===== src/rtl/mips_register_file.sv =====
// Architectural register file for the single-cycle MIPS datapath: 32 x DATA_W registers,
// two combinational read ports (ALU operands A/B) and one clocked write port.
module mips_register_file #(
    parameter int                DATA_W   = 32,
    parameter int                ADDR_W   = 5,
    parameter logic [DATA_W-1:0] SP_RESET = 32'h0000_3FFC
) (
    input  logic              clk,
    input  logic              rst,
    input  logic [ADDR_W-1:0] read_reg1,
    input  logic [ADDR_W-1:0] read_reg2,
    input  logic [ADDR_W-1:0] write_reg,
    input  logic [DATA_W-1:0] write_data,
    input  logic              reg_write,
    output logic [DATA_W-1:0] read_data1,
    output logic [DATA_W-1:0] read_data2
);
    localparam int NUM_REGS = 2 ** ADDR_W;
    localparam int SP_IDX   = 29;

    logic [DATA_W-1:0] regs_q [NUM_REGS];
    logic [DATA_W-1:0] regs_d [NUM_REGS];

    // Writes to $zero are dropped here; the read path forces it to zero as well.
    always_comb begin
        regs_d = regs_q;
        if (reg_write && (write_reg != '0)) begin
            regs_d[write_reg] = write_data;
        end
    end

    always_ff @(posedge clk or posedge rst) begin
        if (rst) begin
            for (int i = 0; i < NUM_REGS; i++) begin
                regs_q[i] <= (i == SP_IDX) ? SP_RESET : '0;
            end
        end else begin
            regs_q <= regs_d;
        end
    end

    // Flat 32:1 mux per port; the index-0 force is the only extra logic on this path.
    assign read_data1 = (read_reg1 == '0) ? '0 : regs_q[read_reg1];
    assign read_data2 = (read_reg2 == '0) ? '0 : regs_q[read_reg2];

endmodule


===== config.mk =====
export PLATFORM = sky130hd
export DESIGN_NAME = mips_register_file
export DESIGN_NICKNAME = d
export VERILOG_FILES = /design/src/rtl/mips_register_file.sv
export SDC_FILE = /design/constraint.sdc
export NUM_CORES = 2
export LEC_CHECK = 0
export BUFFER_PORTS_ARGS = -buffer_cell sky130_fd_sc_hd__buf_2
export CAP_MARGIN = 20
export CORE_AREA = 2 2 446 359
export DETAILED_ROUTE_END_ITERATION = 12
export DIE_AREA = 0 0 448 361
export PLACE_DENSITY = 0.59
export RECOVER_POWER = 100
export SLEW_MARGIN = 25
export SYNTH_ARGS = -nofsm -noshare
export SYNTH_HDL_FRONTEND = slang
export SYNTH_SLANG_ARGS = --single-unit

===== constraint.sdc =====
create_clock -name clk -period 50.1 [get_ports clk]
set_input_delay 2.505 -clock clk [delete_from_list [all_inputs] [get_ports clk]]
set_output_delay 2.505 -clock clk [all_outputs]
set_load 0.02 [all_outputs]

; ---- Word level (Yosys, flattened, before mapping)
; Index checks and enable logic that the tools add are counted.
[totals]
regBits = 1024
in_bits = 50
out_inout_bits = 64
wordCells = 55
[op_classes]
n_lt_le_gt_ge = 4
n_mux = 11
n_bitwise = 3
reduce_logical = 5
[op_table]
columns = op, count
row1 = $bwmux 1024, 1
row2 = $bmux 32 s5, 2
row3 = $mux 32, 7
row4 = $demux 32 s5, 1
row5 = $ge 6x6->1 const B, 3
row6 = $not 5->6, 3
row7 = $logic_not 5->1, 2
row8 = $lt 6x1->1 const B, 1
row9 = $reduce_bool 5->1, 1
row10 = $logic_and 1x1->1, 2

; ---- Depth between registers and ports, before layout
[depth]
depth_word = 6
mapped_depth = 9
depth_no_buf = 4

; ---- Least setup slack after synthesis
; Ideal clock, no wire load.
[synth_timing]
kind = input port to output port
startpoint = input read_reg1[1]
endpoint = output read_data1[13]
arrival_ps = 4544
required_ps = 47595
slack_ps = 43051
cell_stages = 7
path_cell_list = buf_2 -> and2_1 -> clkbuf_2 -> clkbuf_1 -> a22oi_1 -> o211a_1 -> a2111oi_0
[synth_via]
elab_chain_len = 5
word_cells_on_any_way = 6
cone_classes = mux (4) / bitwise (1) / reduce/logical (1)
[synth_lines]
columns = element, line_no
row1 = from (decl), 10  ; input logic [ADDR_W-1:0] read_reg1,
row2 = $not 5->6 (implied by the code), 43  ; assign read_data1 = (read_reg1 == '0) ? '0 : regs_q[read_reg1];
row3 = $bmux 32 s5, 43
row4 = $mux 32 (implied by the code) (2 in series), 43
row5 = $mux 32 (*), 43
row6 = to (decl), 15  ; output logic [DATA_W-1:0] read_data1,
; Every way passes the cells marked *; elsewhere a longest branch is shown, timed or not. The select of a mux whose other input is x is not followed.

; ---- Worst setup path after layout
[layout_timing]
startpoint = input read_reg2[1]
endpoint = output read_data2[30]
[layout_via]
elab_chain_len = 5
word_cells_on_any_way = 6
cone_classes = mux (4) / bitwise (1) / reduce/logical (1)
[layout_lines]
columns = element, line_no
row1 = from (decl), 11  ; input logic [ADDR_W-1:0] read_reg2,
row2 = $not 5->6 (implied by the code), 44  ; assign read_data2 = (read_reg2 == '0) ? '0 : regs_q[read_reg2];
row3 = $bmux 32 s5, 44
row4 = $mux 32 (implied by the code) (2 in series), 44
row5 = $mux 32 (*), 44
row6 = to (decl), 16  ; output logic [DATA_W-1:0] read_data2
; Marked as above.

==> metrics.md <==
| Metric | Value |
|---|---|
| Most common cell after layout, fill and taps aside | `mux2_2` |
| Antenna violations before repair | `16` |
| Hold buffers post-CTS | `0` |
| GPL Wtd Cong | `0.7869` |
| Most Frequent Cell on Critical Path | `clkbuf_1` |
| Post-layout util | `38.30%` |
| Critical path fanouts, max | `89` |
| Setup TNS | `0 ns` |
| Drc violations | `0` |
| Clock Path Buffers | `3` |
| Starting Density | `34.90%` |
| Seq/Total Area, Yosys | `46.85%` |
| Psw | `677.7 uW` |
| Reg-to-Reg Start | `regs_q[757]` |
| Via count | `35420` |
| Layout Cells excl Fill | `5774` |
| Port bufs | `113` |
| Min-Delay Path Depth | `0` |
| Tot Pwr | `2436 uW` |
| WL final | `between 150 and 200 mm` |
| Dpl hpwl | `101.0 mm` |
| Number of placed I/O pins | `114` |
| Max Freq | `about 48 MHz` |
| Synth Register Bits | `between 1000 and 1500` |
| Regs by FF count | `regs_q: 1024 flops` |
| Worst-margin pin slew | `7.695 ns` |
| Uppermost layer routed | `met5` |
| Critical path class | `in2out` |
| Syn avg cell area | `14.82 um^2` |
| FP Rows | `130` |
| Hold crit path type | `reg2reg` |
| Rel. slew slack | `-413.0%` |
| R2R Path End | `regs_q[757]` |
| Largest net degree at the start of global routing | `171` |
| Worst Setup Start Kind | `input port` |
| Worst setup margin | `29.08 ns` |
| Worst-Skew Late Latency | `0.72 ns` |
| Htree depth | `3` |
| R2r setup slk | `49.26 ns` |
| Most frequent cells in the layout | `mux2_2 (1036), dfrtp_1 (1012), mux4_2 (397), mux2i_1 (271), clkbuf_1 (123)` |
| Remaining Overflow, GRT | `0` |
| Mapped Cells | `3692` |
| Root Buffer Master | `clkbuf_16` |
| Setup crit end kind | `primary output` |
| Mapped Area | `54730 um^2` |
| Status | `complete, but fails checks` |
| VDD IR max | `roughly 0.029 mV` |
| Fin crit period | `~21 ns` |
| Met2 WL | `81.53 mm` |
| Inserted Clock Buffers | `101` |
| Final period util | `41.96%` |
| Total global routing track utilization | `between 20% and 30%` |
| Vias in the first global route | `between 30000 and 40000` |
| DR pass1 iterations | `7` |
| Die Wd | `448 um` |
| Cell-internal power | `1758 uW` |
| Core box area | `156800 um^2` |
| Slowest library cell on the worst path | `clkbuf_1` |
| Critical-path cell list | `clkbuf_1, clkbuf_1, nor2_1, clkbuf_1, a22oi_1, a21oi_1, nor4_1, clkbuf_1` |
| Number of flip-flops in the largest register | `a little over 1000` |
| Pre-CTS setup slack | `40.74 ns` |
| Post-CTS Setup Bufs | `0` |
| Share of cells above drive strength 1 | `47.80%` |
| CTS tree | `done` |
| Top reg by flops | `regs_q` |
| Wire per inst | `32.32 um` |
| Failing checks | `max-capacitance violations, max-slew violations` |
| Die Ht | `361 um` |
| FF/Latch Area | `25640 um^2` |
| First-pass GRT wire length | `269.3 mm` |
| Syn_nets | `3742` |
| MaxCap Viol Count | `60` |
| Clock power share | `34.3%` |
| Async SR Flop Fraction | `between 90% and 100%` |
| # placed instances | `5574` |
| Reg power frac | `45.5%` |
| Switching share of power | `27.82%` |
| Sink Count | `1024` |
| Worst Hold Launch | `regs_q[1004]` |
| Detail Route Antenna Nets | `0` |
| Die ar. | `161700 um^2` |
| Crit path required time | `47.60 ns` |
| Arr. time, crit path | `roughly 19 ns` |
| EDFF count, synth | `0` |
| Final setup fails | `0` |
| NumNets Final | `between 3000 and 4000` |
| Met3 routed WL | `14.89 mm` |
| Multi-input logic area | `~27000 um^2` |
| Fillers | `14740` |
| Dominant synthesized flop cell | `dfrtp_1` |
| Comb pwr share | `20.2%` |
| Synth Warn # | `0` |
| Worst Skew | `0 ns` |
| Clk slew on worst S/H paths | `about 0.06 ns` |
| Leak | `0.02550 uW` |
| Resize count post-CTS | `0` |
| Count of final max-slew check failures | `2446` |
| M1 wire length | `83.99 mm` |
| Initial DRC Count | `3808` |
| Yosys cell types | `49` |
| Pwr Density | `40.57 nW/um^2` |
| Max stage delay on crit path | `5.73 ns` |
| Fin. Hold Viols | `0` |
| Worst Reg2Reg Path Length in Cells | `1` |
| RSZ-0062 raised after global routing | `no` |
| Vias per inst | `6.135` |
| Area delta synth->final | `9.716%` |
| Hold endpoint | `regs_q[1004]` |
how the worst max path moves through the flow:
stage	from	to	slack [ns]	cells after the start
5_1_grt	read_reg2[1]	read_data2[30]	27.13	8
6_report	read_reg2[1]	read_data2[30]	29.08	8
2_1_floorplan	rst	regs_q[0]	18.80	1
3_5_place_dp	read_reg1[0]	read_data1[18]	40.74	8
4_1_cts	read_reg1[0]	read_data1[18]	40.74	8
3_3_place_gp	read_reg1[0]	read_data1[13]	40.34	8
layout make-up:
| cell class | count | share of cell area [%] |
|---|---|---|
| Antenna cell | 5 | 0.02084 |
| Clock buffer | 148 | 4.924 |
| Clock inverter | 43 | 1.025 |
| Inverter | 3 | 0.02084 |
| Multi-Input combinational cell | 2238 | 45.10 |
| Sequential cell | 1024 | 42.70 |
| Tap cell | 2112 | 4.401 |
| Timing Repair Buffer | 201 | 1.815 |
per-stage QoR:
stage          cell area, um^2  hold WS [ns]
3_5_place_dp             56820        0.3837
6_report                 60050        0.3991
2_1_floorplan            54730        0.4413
5_1_grt                  60040        0.4056
3_3_place_gp             56790        0.3822
4_1_cts                  60390        0.3982
power by group through the flow:
stage / logic, uW / clock network [uW] / registers, uW
floorplan: 393 / 0 / 1080
global placement: 483 / 0 / 1110
detailed placement: 493 / 0 / 1120
CTS: 494 / 848 / 1100
global route: 527 / 884 / 1130
finish: 492 / 836 / 1110
cells in the mapped netlist (4+ instances only):
library cell / count / area, um^2
nor3_1: 33 / 165.2
buf_8: 4 / 60.06
a31oi_1: 4 / 25.02
buf_12: 5 / 100.1
nand3_1: 12 / 60.06
a211oi_1: 37 / 277.8
o22ai_1: 40 / 250.2
a22o_1: 42 / 367.9
a22oi_1: 77 / 578.1
mux2i_1: 271 / 2713
nor2_1: 21 / 78.83
nor4_1: 16 / 100.1
nor2b_1: 42 / 262.8
nor3b_1: 4 / 30.03
nand2_1: 41 / 153.9
dfrtp_1: 1012 / 25320
nand3b_1: 6 / 45.04
buf_1: 49 / 183.9
buf_2: 80 / 400.4
a21oi_1: 43 / 215.2
dfstp_2: 12 / 315.3
clkbuf_1: 229 / 859.6
o32ai_1: 16 / 140.1
buf_6: 34 / 382.9
o221ai_1: 21 / 183.9
mux2_2: 1037 / 11680
and2_1: 19 / 118.9
a2111oi_0: 29 / 254.0
mux4_2: 397 / 8941
buf_4: 23 / 172.7
a311oi_1: 8 / 70.07
worst max-delay path: cells and delay by family:
family                 cells  cell delay (ns)
AND/OR/NAND/NOR            2             3.69
AO/OA/AOI/OAI              2             0.63
buffers and inverters      4            11.56
logic make-up after synthesis:
logic type / synth area share (%)
buffers and inverters: 4.003
flip-flops: 46.85
multiplexers: 42.63
AO/OA/AOI/OAI: 4.465
AND/OR/NAND/NOR: 2.055
layer usage:
metal | up-vias | track usage, %
met2 | 1549 | 33.65
met4 | 2 | 7.011
met3 | 342 | 4.856
li1 | 14030 | -
met5 | - | 0
met1 | 19500 | 33.90
No activity file was read; power rests on OpenSTA's default activity.
